--- src/rtl/mz_video_pkg.sv ---
// mz_video_pkg: shared constants, phase numbers and FSM state type for the text fetcher
package mz_video_pkg;
  localparam int CHARS_PER_LINE = 40;
  localparam int CELL_W = 8;
  localparam logic [5:0] LAST_CELL = 6'(CHARS_PER_LINE - 1);
  localparam logic [2:0] PH_ADDR = 3'd0;
  localparam logic [2:0] PH_CODE = 3'd2;
  localparam logic [2:0] PH_CG = 3'd3;
  localparam logic [2:0] PH_FONT = 3'd5;
  localparam logic [2:0] PH_CGOFF = 3'd6;
  localparam logic [2:0] PH_LOAD = 3'(CELL_W - 1);
  typedef enum logic [1:0] {IDLE, PREFETCH, ACTIVE} state_t;
endpackage

--- src/rtl/mz_text_fetch_if.sv ---
// mz_text_fetch_if: VRAM + character generator bus
// vram_addr/vram_data: synchronous VRAM read; cg_addr/cg_en/cg_data: font ROM read
interface mz_text_fetch_if;
  logic [9:0] vram_addr;
  logic [7:0] vram_data;
  logic [10:0] cg_addr;
  logic cg_en;
  logic [7:0] cg_data;
  modport master(output vram_addr, cg_addr, cg_en, input vram_data, cg_data);
  modport slave(input vram_addr, cg_addr, cg_en, output vram_data, cg_data);
endinterface

--- src/rtl/mz_pix_shift8.sv ---
// mz_pix_shift8: 8-bit load/shift-left pixel register
// clk, rst_n (sync active-low), load (takes din, wins over shift), shift, din[7:0], msb = current pixel
module mz_pix_shift8 (
  input  logic       clk,
  input  logic       rst_n,
  input  logic       load,
  input  logic       shift,
  input  logic [7:0] din,
  output logic       msb
);
  logic [7:0] sr_q, sr_d;
  always_comb sr_d = load ? din : shift ? {sr_q[6:0], 1'b0} : sr_q;
  always_ff @(posedge clk) sr_q <= !rst_n ? 8'h00 : sr_d;
  assign msb = sr_q[7];
endmodule

--- src/rtl/mz_text_fetch.sv ---
// mz_text_fetch: text-mode scan-line fetcher and pixel serialiser (40 cells x 8 pixels)
// clk, rst_n (sync active-low), pix_ce (pixel enable), line_start (pulse), row_base/row/invert (latched
// at line_start), mem (VRAM + char generator master), pixel (serial video), active (display window)
module mz_text_fetch
  import mz_video_pkg::*;
(
  input  logic                   clk,
  input  logic                   rst_n,
  input  logic                   pix_ce,
  input  logic                   line_start,
  input  logic [9:0]             row_base,
  input  logic [2:0]             row,
  input  logic                   invert,
  mz_text_fetch_if.master        mem,
  output logic                   pixel,
  output logic                   active
);
  state_t state_q, state_d;
  logic [2:0] ph_q, ph_d, row_q, row_d;
  logic [5:0] cell_q, cell_d;
  logic [9:0] base_q, base_d, vaddr_q, vaddr_d;
  logic [10:0] cga_q, cga_d;
  logic cgen_q, cgen_d, inv_q, inv_d;
  logic [7:0] code_q, code_d, font_q, font_d, sh_din;
  logic run, last, fetch, sh_load, sh_shift, msb;
  always_comb begin
    run = pix_ce && state_q != IDLE;
    last = state_q == ACTIVE && cell_q == LAST_CELL;
    // the last displayed cell has no successor to fetch
    fetch = run && !last;
    state_d = state_q;
    ph_d = ph_q;
    cell_d = cell_q;
    base_d = base_q;
    row_d = row_q;
    inv_d = inv_q;
    vaddr_d = vaddr_q;
    cga_d = cga_q;
    cgen_d = cgen_q;
    code_d = code_q;
    font_d = font_q;
    sh_load = 1'b0;
    sh_shift = 1'b0;
    sh_din = 8'h00;
    if (line_start) begin
      state_d = PREFETCH;
      ph_d = 3'd0;
      cell_d = 6'd0;
      base_d = row_base;
      row_d = row;
      inv_d = invert;
      cgen_d = 1'b0;
      sh_load = 1'b1;
    end else if (run) begin
      ph_d = ph_q + 3'd1;
      // while displaying cell n the fetcher works on cell n+1
      if (fetch && ph_q == PH_ADDR) vaddr_d = base_q + (state_q == ACTIVE ? 10'(cell_q) + 10'd1 : 10'd0);
      if (fetch && ph_q == PH_CODE) code_d = mem.vram_data;
      if (fetch && ph_q == PH_CG) begin
        cga_d = {code_q, row_q};
        cgen_d = 1'b1;
      end
      if (fetch && ph_q == PH_FONT) font_d = mem.cg_data;
      if (ph_q == PH_CGOFF) cgen_d = 1'b0;
      if (ph_q == PH_LOAD) begin
        sh_load = 1'b1;
        sh_din = last ? 8'h00 : font_q ^ {8{inv_q}};
        state_d = last ? IDLE : ACTIVE;
        cell_d = state_q == ACTIVE && !last ? cell_q + 6'd1 : cell_q;
      end else sh_shift = state_q == ACTIVE;
    end
  end
  always_ff @(posedge clk) begin
    if (!rst_n) begin
      state_q <= IDLE;
      ph_q <= 3'd0;
      cell_q <= 6'd0;
      base_q <= 10'd0;
      row_q <= 3'd0;
      inv_q <= 1'b0;
      vaddr_q <= 10'd0;
      cga_q <= 11'd0;
      cgen_q <= 1'b0;
      code_q <= 8'h00;
      font_q <= 8'h00;
    end else begin
      state_q <= state_d;
      ph_q <= ph_d;
      cell_q <= cell_d;
      base_q <= base_d;
      row_q <= row_d;
      inv_q <= inv_d;
      vaddr_q <= vaddr_d;
      cga_q <= cga_d;
      cgen_q <= cgen_d;
      code_q <= code_d;
      font_q <= font_d;
    end
  end
  mz_pix_shift8 u_shift (
    .clk(clk),
    .rst_n(rst_n),
    .load(sh_load),
    .shift(sh_shift),
    .din(sh_din),
    .msb(msb)
  );
  assign mem.vram_addr = vaddr_q;
  assign mem.cg_addr = cga_q;
  assign mem.cg_en = cgen_q;
  assign active = state_q == ACTIVE;
  assign pixel = active && msb;
endmodule

--- src/flat_wrapper.sv ---
// flat-port wrapper written by rule: the top's interface ports become plain ports
module mz_text_fetch_flat import mz_video_pkg::*;
  (clk, rst_n, pix_ce, line_start, row_base, row, invert, pixel, active, mem_vram_addr, mem_cg_addr, mem_cg_en, mem_vram_data, mem_cg_data);
  mz_text_fetch_if mem_i ();
  input  logic clk;
  input  logic rst_n;
  input  logic pix_ce;
  input  logic line_start;
  input  logic [9:0] row_base;
  input  logic [2:0] row;
  input  logic invert;
  output logic pixel;
  output logic active;
  output wire logic [$bits(mem_i.vram_addr)-1:0] mem_vram_addr;
  output wire logic [$bits(mem_i.cg_addr)-1:0] mem_cg_addr;
  output wire logic [$bits(mem_i.cg_en)-1:0] mem_cg_en;
  input wire logic [$bits(mem_i.vram_data)-1:0] mem_vram_data;
  input wire logic [$bits(mem_i.cg_data)-1:0] mem_cg_data;
  assign mem_vram_addr = mem_i.vram_addr;
  assign mem_cg_addr = mem_i.cg_addr;
  assign mem_cg_en = mem_i.cg_en;
  assign mem_i.vram_data = mem_vram_data;
  assign mem_i.cg_data = mem_cg_data;
  mz_text_fetch u_core (.clk(clk), .rst_n(rst_n), .pix_ce(pix_ce), .line_start(line_start), .row_base(row_base), .row(row), .invert(invert), .mem(mem_i), .pixel(pixel), .active(active));
endmodule
--- config.mk ---
export PLATFORM = sky130hd
export DESIGN_NAME = mz_text_fetch_flat
export DESIGN_NICKNAME = d
export VERILOG_FILES = /design/src/rtl/mz_video_pkg.sv /design/src/rtl/mz_text_fetch_if.sv /design/src/rtl/mz_pix_shift8.sv /design/src/rtl/mz_text_fetch.sv /design/src/flat_wrapper.sv
export SDC_FILE = /design/constraint.sdc
export NUM_CORES = 1
export LEC_CHECK = 0
export ABC_AREA = 1
export CELL_PAD_IN_SITES_DETAIL_PLACEMENT = 0
export CELL_PAD_IN_SITES_GLOBAL_PLACEMENT = 1
export CORE_MARGIN = 2
export CORE_UTILIZATION = 35
export DETAILED_ROUTE_END_ITERATION = 8
export PLACE_DENSITY = 0.81
export SKIP_CTS_REPAIR_TIMING = 1
export SLEW_MARGIN = 0
export SYNTH_ARGS = -nofsm -noshare
export SYNTH_HDL_FRONTEND = slang
export SYNTH_HIERARCHICAL = 1
export SYNTH_SLANG_ARGS = --single-unit
--- constraint.sdc ---
create_clock -name clk -period 2.1 [get_ports clk]
set_input_delay 0.42 -clock clk [delete_from_list [all_inputs] [get_ports clk]]
set_output_delay 0.42 -clock clk [all_outputs]
set_load 0.01 [all_outputs]
# Word-level counts from Yosys, hierarchy flattened
# Cells that the tools add are included.
# classes
addsub	4
eq_ne	7
mux	19
n_bitwise	3
reduce_logical	25
# op_table
cell	count
$mux 8	6
$reduce_and 3->1	5
$mux 1	11
$add 10x10->10	1
$mux 10	1
$reduce_bool 2->1	5
$eq 3x3->1 const B	3
$logic_and 1x1->1	9
$xor 8x8->8	1
$add 6x1->7 const B	1
$add 6x1->6 const B	1
$eq 3x2->1 const B	2
$eq 6x6->1 const B	1
$reduce_and 2->1	3
$add 3x1->3 const B	1
$logic_not 3->1	1
$eq 2x2->1 const B	1
$mux 2	1
$not 1->1	2
$reduce_or 2->1	1
$logic_not 1->1	1
# word_totals
reg_bits	71
input_bits	34
out_inout_bits	24
elab_cells	71

# Depth between registers and ports, before layout
# Gate-level depths: netlist of run 1.
# logic_depth
depth_word	7
mapped_depth	17
mapped_depth_nobuf	17

# Cells and area by module
# The synthesis of run 1 kept the hierarchy.
# modules_own_cells
module	instances	cells_per_inst	area_per_inst_um2
mz_text_fetch	1	437	3170.5
mz_pix_shift8	1	60	399.1

# Least setup slack after synthesis of run 1
# Ideal clock, no wire load.
# synth_path
path_type	flip-flop to flip-flop
start	register u_core.state_q[0]
end	register u_core.vaddr_q[6] (netlist: u_core/mem.vram_addr[6])
arrival_time_ps	1979
slack_ps	4
path_stages_with_launch	13
n_path_buf	0
period_less_slack_ps	2096
cell_sequence	dfxtp_1 -> nor2_4 -> inv_2 -> nor2_1 -> ha_1 -> inv_1 -> fa_1 -> o21ai_0 -> nand2_1 -> nand2_1 -> nand2_1 -> a21oi_1 -> nor2_1
# synth_between
elab_chain_cells	6
word_cells_on_any_way	10
classes_between	add/sub (1); eq/ne (1); mux (1); reduce/logical (7)
# synth_rtl
element	line_no	text
start: declaration	mz_text_fetch.sv:18	state_t state_q, state_d;
start signal: assignment	mz_text_fetch.sv:87	state_q <= state_d;
$eq 2x2->1 (*)	n/a	
net active	flat_wrapper.sv:13	output logic active;
parallel branches: the longest is 5 deep, another holds $add 10x10->10	n/a	
end signal: assignment	mz_text_fetch.sv:93	vaddr_q <= vaddr_d;
end: declaration	mz_text_fetch.sv:21	logic [9:0] base_q, base_d, vaddr_q, vaddr_d;
# Mark *: on every way through the listed nets, which the timed path passes.
# A chain may end at the register's enable or synchronous reset.

# Worst setup path after layout of run 1
# layout_path
start	register u_core.cell_q[2]
end	register u_core.vaddr_q[6] (netlist: u_core/mem.vram_addr[6])
# layout_between
elab_chain_cells	6
word_cells_on_any_way	9
classes_between	add/sub (2); eq/ne (1); mux (1); reduce/logical (5)
# layout_rtl
element	line_no	text
start: declaration	mz_text_fetch.sv:20	logic [5:0] cell_q, cell_d;
start signal: assignment	mz_text_fetch.sv:89	cell_q <= cell_d;
parallel branches: the longest is 6 deep, another holds $add 10x10->10	n/a	
# Parallel ways; which one is timed is not known.

==> results of run 1 <==
## final cells by class
class / instances / area, um2 / share of cell area, %
flip-flops and latches: 71 / 1430 / 30.6
well taps: 133 / 166 / 3.55
inverters: 53 / 199 / 4.25
clock buffers: 10 / 138 / 2.94
repair buffers: 80 / 758 / 16.2
multi-input cells: 354 / 1920 / 41.0
clock inverters: 6 / 68.8 / 1.47
## final timing paths
check | slack (ns) | cells after the start | startpoint | to
setup / recovery | 0.07 | 12 | u_core/cell_q[2] | u_core/mem.vram_addr[6]
hold / removal | 0.46 | 2 | u_core/mem.cg_addr[9] | u_core/mem.cg_addr[9]
setup reg to reg | 0.07 | 12 | u_core/cell_q[2] | u_core/mem.vram_addr[6]
hold reg to reg | 0.46 | 2 | u_core/mem.cg_addr[9] | u_core/mem.cg_addr[9]
## critical path, cell delays in order, from the launching register on
cell	delay, ns
dfxtp_4	0.38
nand3_1	0.12
xor2_1	0.21
inv_1	0.06
nor2_1	0.10
ha_1	0.30
a21oi_1	0.14
o21ai_1	0.08
buf_4	0.14
nand2_1	0.08
nand3_1	0.09
a21oi_2	0.17
nor2_1	0.05
## registers in the layout, summed over array words and instances, names as in the netlist
register and cells:
u_core/state_q 2, u_core/mem.vram_addr 10, u_core/ph_q 3, u_core/mem.cg_en 1, u_core/code_q 8, u_core/mem.cg_addr 11
u_core/inv_q 1, u_core/font_q 8, u_core/row_q 3, u_core/u_shift/sr_q 8, u_core/cell_q 6, u_core/base_q 10
## power groups by stage
stage | sequential (mW) | combinational, mW | clock (mW)
4_1_cts | 1.39 | 0.247 | 1.17
6_report | 1.39 | 0.254 | 1.14
3_3_place_gp | 1.42 | 0.243 | 0
5_1_grt | 1.39 | 0.280 | 1.23
2_1_floorplan | 1.42 | 0.136 | 0
3_5_place_dp | 1.42 | 0.246 | 0
## cells by family after synthesis
| kind of cell | count (synthesis) | share of synthesized area [%] |
|---|---|---|
| DFF | 71 | 39.8 |
| AOI/OAI and AO/OA | 97 | 14.0 |
| adders and majority gates | 15 | 5.47 |
| buffers and inverters | 72 | 8.62 |
| xor gates and xnor gates | 7 | 1.72 |
| and+or+nand+nor | 235 | 30.4 |
## metal layers
metal	vias up	global-route usage [%]	wire, um
li1	1758	-	-
met1	1529	21.2	4270
met2	65	25.7	4120
met3	6	3.24	350
met4	0	6.00	82
met5	-	0	0
## cell usage after synthesis (all sizes together), types with 2 or more instances
library cell  instances
ha                   14
o21ai                47
nor2                 78
clkbuf               10
nor3                  9
nand3                34
inv                  52
nand2               101
dfxtp                71
and2                  2
xnor2                 2
a21oi                47
xor2                  5
nand4                10
buf                   9
## metrics by stage
step	cells	utilization, %	area (um2)	worst slack [ns]
6_report	707	47.7	4680	0.0720
5_1_grt	707	47.7	4680	-0.0808
4_1_cts	704	46.5	4570	-0.0597
3_5_place_dp	688	44.4	4360	-0.0389
3_3_place_gp	688	44.4	4360	0.0215
2_1_floorplan	497	-	3570	0.00411
==> out/qor.yml, run 1 <==
clkPwrFrac_pct: 41.0
die_h_um: 105
clock-root-buffer: "clkbuf_8"
clock_path_buffers: 2
syn_area_per_cell_um2: 7.18
boundaryPins: 58
hold_ws_ns: 0.464
synth_area_leader_cell: "dfxtp_1"
seqPwrFrac_pct: 49.9
grt_pass1_vias: 3129
critPathMaxFanout: 4
ys_ff_latch: 71
path_clk_slew_ns: 0.09
grt_max_degree: 23
start_util_pct: 36.4
tritoncts: "yes"
critPathRequiredTime_ns: 2.35
hp-class: "flop to flop"
nFillCells: 1005
die-area_um2: 11000
io_buffers: 57
synth_fp_nets: 546
drt_iter0_markers: 132
vdd_drop_max_uv: 259
antenna_found_initial: 0
drc: 0
yosysTopAreaCellShare_pct: 39.8
ys_seq_area_share_pct: 39.8
max_slew.worst_pin.slew_ns: 0.458
cts_buffers: 9
internal-power_mw: 2.07
first_pass_iters: 5
combPwrFrac_pct: 9.1
clk_latency_ns: 0.36
fin_crit_ns: 2.03
fp.dieW_um: 105
yosys-top-cells-area: "dfxtp_1, nand2_1, nor2_1"
syn_inst: 497
clock.fmax_mhz: 493
ys.flop_type: "dfxtp_1"
drive_gt1_share_pct: 15.2
end_kind: "flop"
place_congestion: 0.819
clock-sinks: 71
status: "complete, no violations"
setup.worst_path.class: "flop to flop"
antenna_cells: 0
grt_usage_pct: 16.0
power.total_mw: 2.78
syn_area_um2: 3570
switching_share_pct: 25.5
areaGrowthSynthToFinish_pct: 31.2
grt-ovfl-total: 0
num_vias: 3358
leakagePower_nw: 1.93
final-max-slew-violation-count: 0
synth.distinct_cells: 33
slew_headroom_pct: 69.4
place_hpwl_um: 6420
setup_viol: 0
vias_per_cell: 4.75
core_um2: 9820
arrival_ns: 2.27
final_cell_mix: "nand2_1, nor2_1, dfxtp_1"
synth_warnings: 6
mostFrequentLayoutCell: "nand2_1"
tns_ns: 0
synth-edff-count: 0
wl_per_cell_um: 12.5
skew_ns: 0.0123
grt_first_pass_wirelength_um: 14400
async_flop_share_pct: 0
ctsHtreeMaxLevel: 3
rsz0062_at_grt: "true"
hold_viol: 0
maxCapViolCount: 0
ant_nets: 0
p_sw_uw: 711
rows: 36
finalWirelength_um: 8830
worst_setup_path_start_kind: "flop"
period_share_pct: 96.6
p_per_area_nw_per_um2: 595
nNetsFinal: 618
No activity file was read; power rests on OpenSTA's default activity.
==> run 2, diff against run 1 <==
CORE_UTILIZATION = 36   (was 35)
CTS_BUF_LIST = sky130_fd_sc_hd__clkbuf_4   (was not set)
PLACE_DENSITY = 0.82   (was 0.81)
==> run 2 against run 1 <==
Compared with the run above: count of clock-buffer cells in the layout shrank 1; critical path type unchanged; highest routed layer unchanged; register-to-register slack is essentially flat; first-iteration DRC count grew 21%.
==> out/qor.yml, run 2 (synthesis gave the netlist of run 1 again) <==
route.met3.wl_um: 275  # was 350 um
status: "complete, no violations"  # unchanged
fp.dieW_um: 104  # was 105 um
nNetsFinal: 616  # was 618
maxCapViolCount: 0  # unchanged
max_slew.worst_pin.slew_ns: 0.433  # was 0.458 ns
nFillCells: 953  # was 1005
hold_depth: 2  # unchanged
placed_cell_area_um2: 4350  # was 4360 um2
tns_ns: 0  # unchanged
rows: 36  # unchanged
worst_r2r_path_depth: 17  # was 12
boundaryPins: 58  # unchanged
hp-class: "flop to flop"  # unchanged
ctsHtreeMaxLevel: 3  # unchanged
arrival_ns: 2.37  # was 2.27 ns
final-max-slew-violation-count: 0  # unchanged
finalWirelength_um: 8570  # was 8830 um
dr.max_layer_used: "met4"  # unchanged
hold_viol: 0  # unchanged
grt_first_pass_wirelength_um: 14500  # was 14400 um
io_buffers: 57  # unchanged
start_util_pct: 36.9  # was 36.4%
fin_crit_ns: 2.02  # was 2.03 ns
critical_path.cell_chain: "ha_4 -> nand2_2 -> inv_2 -> nand2_4 -> xor2_2 -> nor2_1 -> ha_1 -> nand2_1 -> nand2_2 -> inv_2 -> nand2_1 -> nand2_1 -> nand3_1 -> nand2_1 -> nand3_1 -> nand2_1 -> inv_1"  # was nand3_1 -> xor2_1 -> inv_1 -> nor2_1 -> ha_1 -> a21oi_1 -> o21ai_1 -> buf_4 -> nand2_1 -> nand3_1 -> a21oi_2 -> nor2_1
vdd_drop_max_uv: 287  # was 259 uV
grt_max_degree: 22  # was 23
period_share_pct: 96.1  # was 96.6%
largest_register_ffs: 11  # unchanged
ant_nets: 0  # unchanged
grt_pass1_vias: 3070  # was 3129
antenna_cells: 0  # unchanged
mostFrequentLayoutCell: "nand2_1"  # unchanged
tritoncts: "yes"  # unchanged
clock-root-buffer: "clkbuf_4"  # was clkbuf_8
die_h_um: 104  # was 105 um
end_kind: "flop"  # unchanged
path_clk_slew_ns: 0.13  # was 0.09 ns
vias_per_cell: 4.69  # was 4.75
critPathMaxFanout: 5  # was 4
areaGrowthSynthToFinish_pct: 28.9  # was 31.2%
clock.fmax_mhz: 495  # was 493 MHz
num_vias: 3305  # was 3358
leakagePower_nw: 1.96  # was 1.93 nW
first_pass_iters: 4  # was 5
drc: 0  # unchanged
multiInputGateArea_um2: 1890  # was 1920 um2
final_cell_mix: "nand2_1, nor2_1, dfxtp_1"  # unchanged
slowest_stage: "dfxtp_4"  # unchanged
max_stage_delay_ns: 0.39  # was 0.38 ns
setup_viol: 0  # unchanged
cp_common_cell: "nand2_1"
cts_buffers: 9  # unchanged
core_um2: 9680  # was 9820 um2
dr_wl_met2_um: 4070  # was 4120 um
place_hpwl_um: 6400  # was 6420 um
clock_path_buffers: 2  # unchanged
regArea_um2: 1430  # about the same
rsz0062_at_grt: "true"  # unchanged
drt-met1-wl_um: 4090  # was 4270 um
skew_ns: 0.0132  # was 0.0123 ns
antenna_found_initial: 0  # unchanged
clock-sinks: 71  # unchanged
p_per_area_nw_per_um2: 602  # was 595 nW/um2
fin_area_um2: 4600  # was 4680 um2
slew_headroom_pct: 71.1  # was 69.4%
clk_latency_ns: 0.44  # was 0.36 ns
drt_iter0_markers: 160  # was 132
grt_usage_pct: 16.6  # was 16.0%
setup.worst_path.class: "flop to flop"  # unchanged
wl_per_cell_um: 12.2  # was 12.5 um
place_congestion: 0.817  # was 0.819
die-area_um2: 10700  # was 11000 um2
drive_gt1_share_pct: 13.6  # was 15.2%
worst_setup_path_start_kind: "flop"  # unchanged
critPathRequiredTime_ns: 2.45  # was 2.35 ns
grt-ovfl-total: 0  # unchanged
[run 2: area by class of cell]
class	count	share of cell area (%)
Tap cell	133	3.62
Timing Repair Buffer	78	15.9
Sequential cell	71	31.1
Clock inverter	7	2.58
Inverter	53	4.32
Clock buffer	9	1.47
Multi-Input combinational cell	354	41.0
[run 2: worst max-delay path: cells and delay by family (launching register included)]
family | cells | cell delay [ns]
flops | 1 | 0.39
xor+xnor | 1 | 0.15
fa+ha+maj | 2 | 0.53
simple gates | 11 | 0.73
buf+inv | 3 | 0.14
[run 2: layer usage]
metal  GRT usage (%)  vias up
li1                -     1753
met1            21.9     1494
met2            26.7       50
met3            2.64        8
met4            7.53        0
met5               0        -
[run 2: path summary, 6_finish.rpt]
check	to	slack, ns	startpoint
hold reg to reg	u_core/mem.cg_addr[4]	0.47	u_core/mem.cg_addr[4]
setup / recovery	u_core/mem.vram_addr[9]	0.08	u_core/cell_q[0]
setup reg to reg	u_core/mem.vram_addr[9]	0.08	u_core/cell_q[0]
hold / removal	u_core/mem.cg_addr[4]	0.47	u_core/mem.cg_addr[4]
[run 2: power breakdown]
part           total, mW  switching [mW]  internal [mW]
clock network       1.14           0.529          0.606
registers           1.39          0.0218           1.37
logic              0.242           0.126          0.116
[run 2: stage by stage]
| stage | setup slack [ns] | power, mW | hold slack [ns] | utilization (%) | instances |
|---|---|---|---|---|---|
| after CTS | -0.204 | 2.80 | 0.472 | 46.8 | 704 |
| after floorplan | 0.00411 | 1.55 | 0.438 | - | 497 |
| after detailed placement | -0.0139 | 1.66 | 0.453 | 44.9 | 688 |
| after global routing | -0.0790 | 2.90 | 0.488 | 47.5 | 705 |
| final | 0.0811 | 2.77 | 0.473 | 47.5 | 705 |
| after global placement | 0.0458 | 1.66 | 0.448 | 44.9 | 688 |
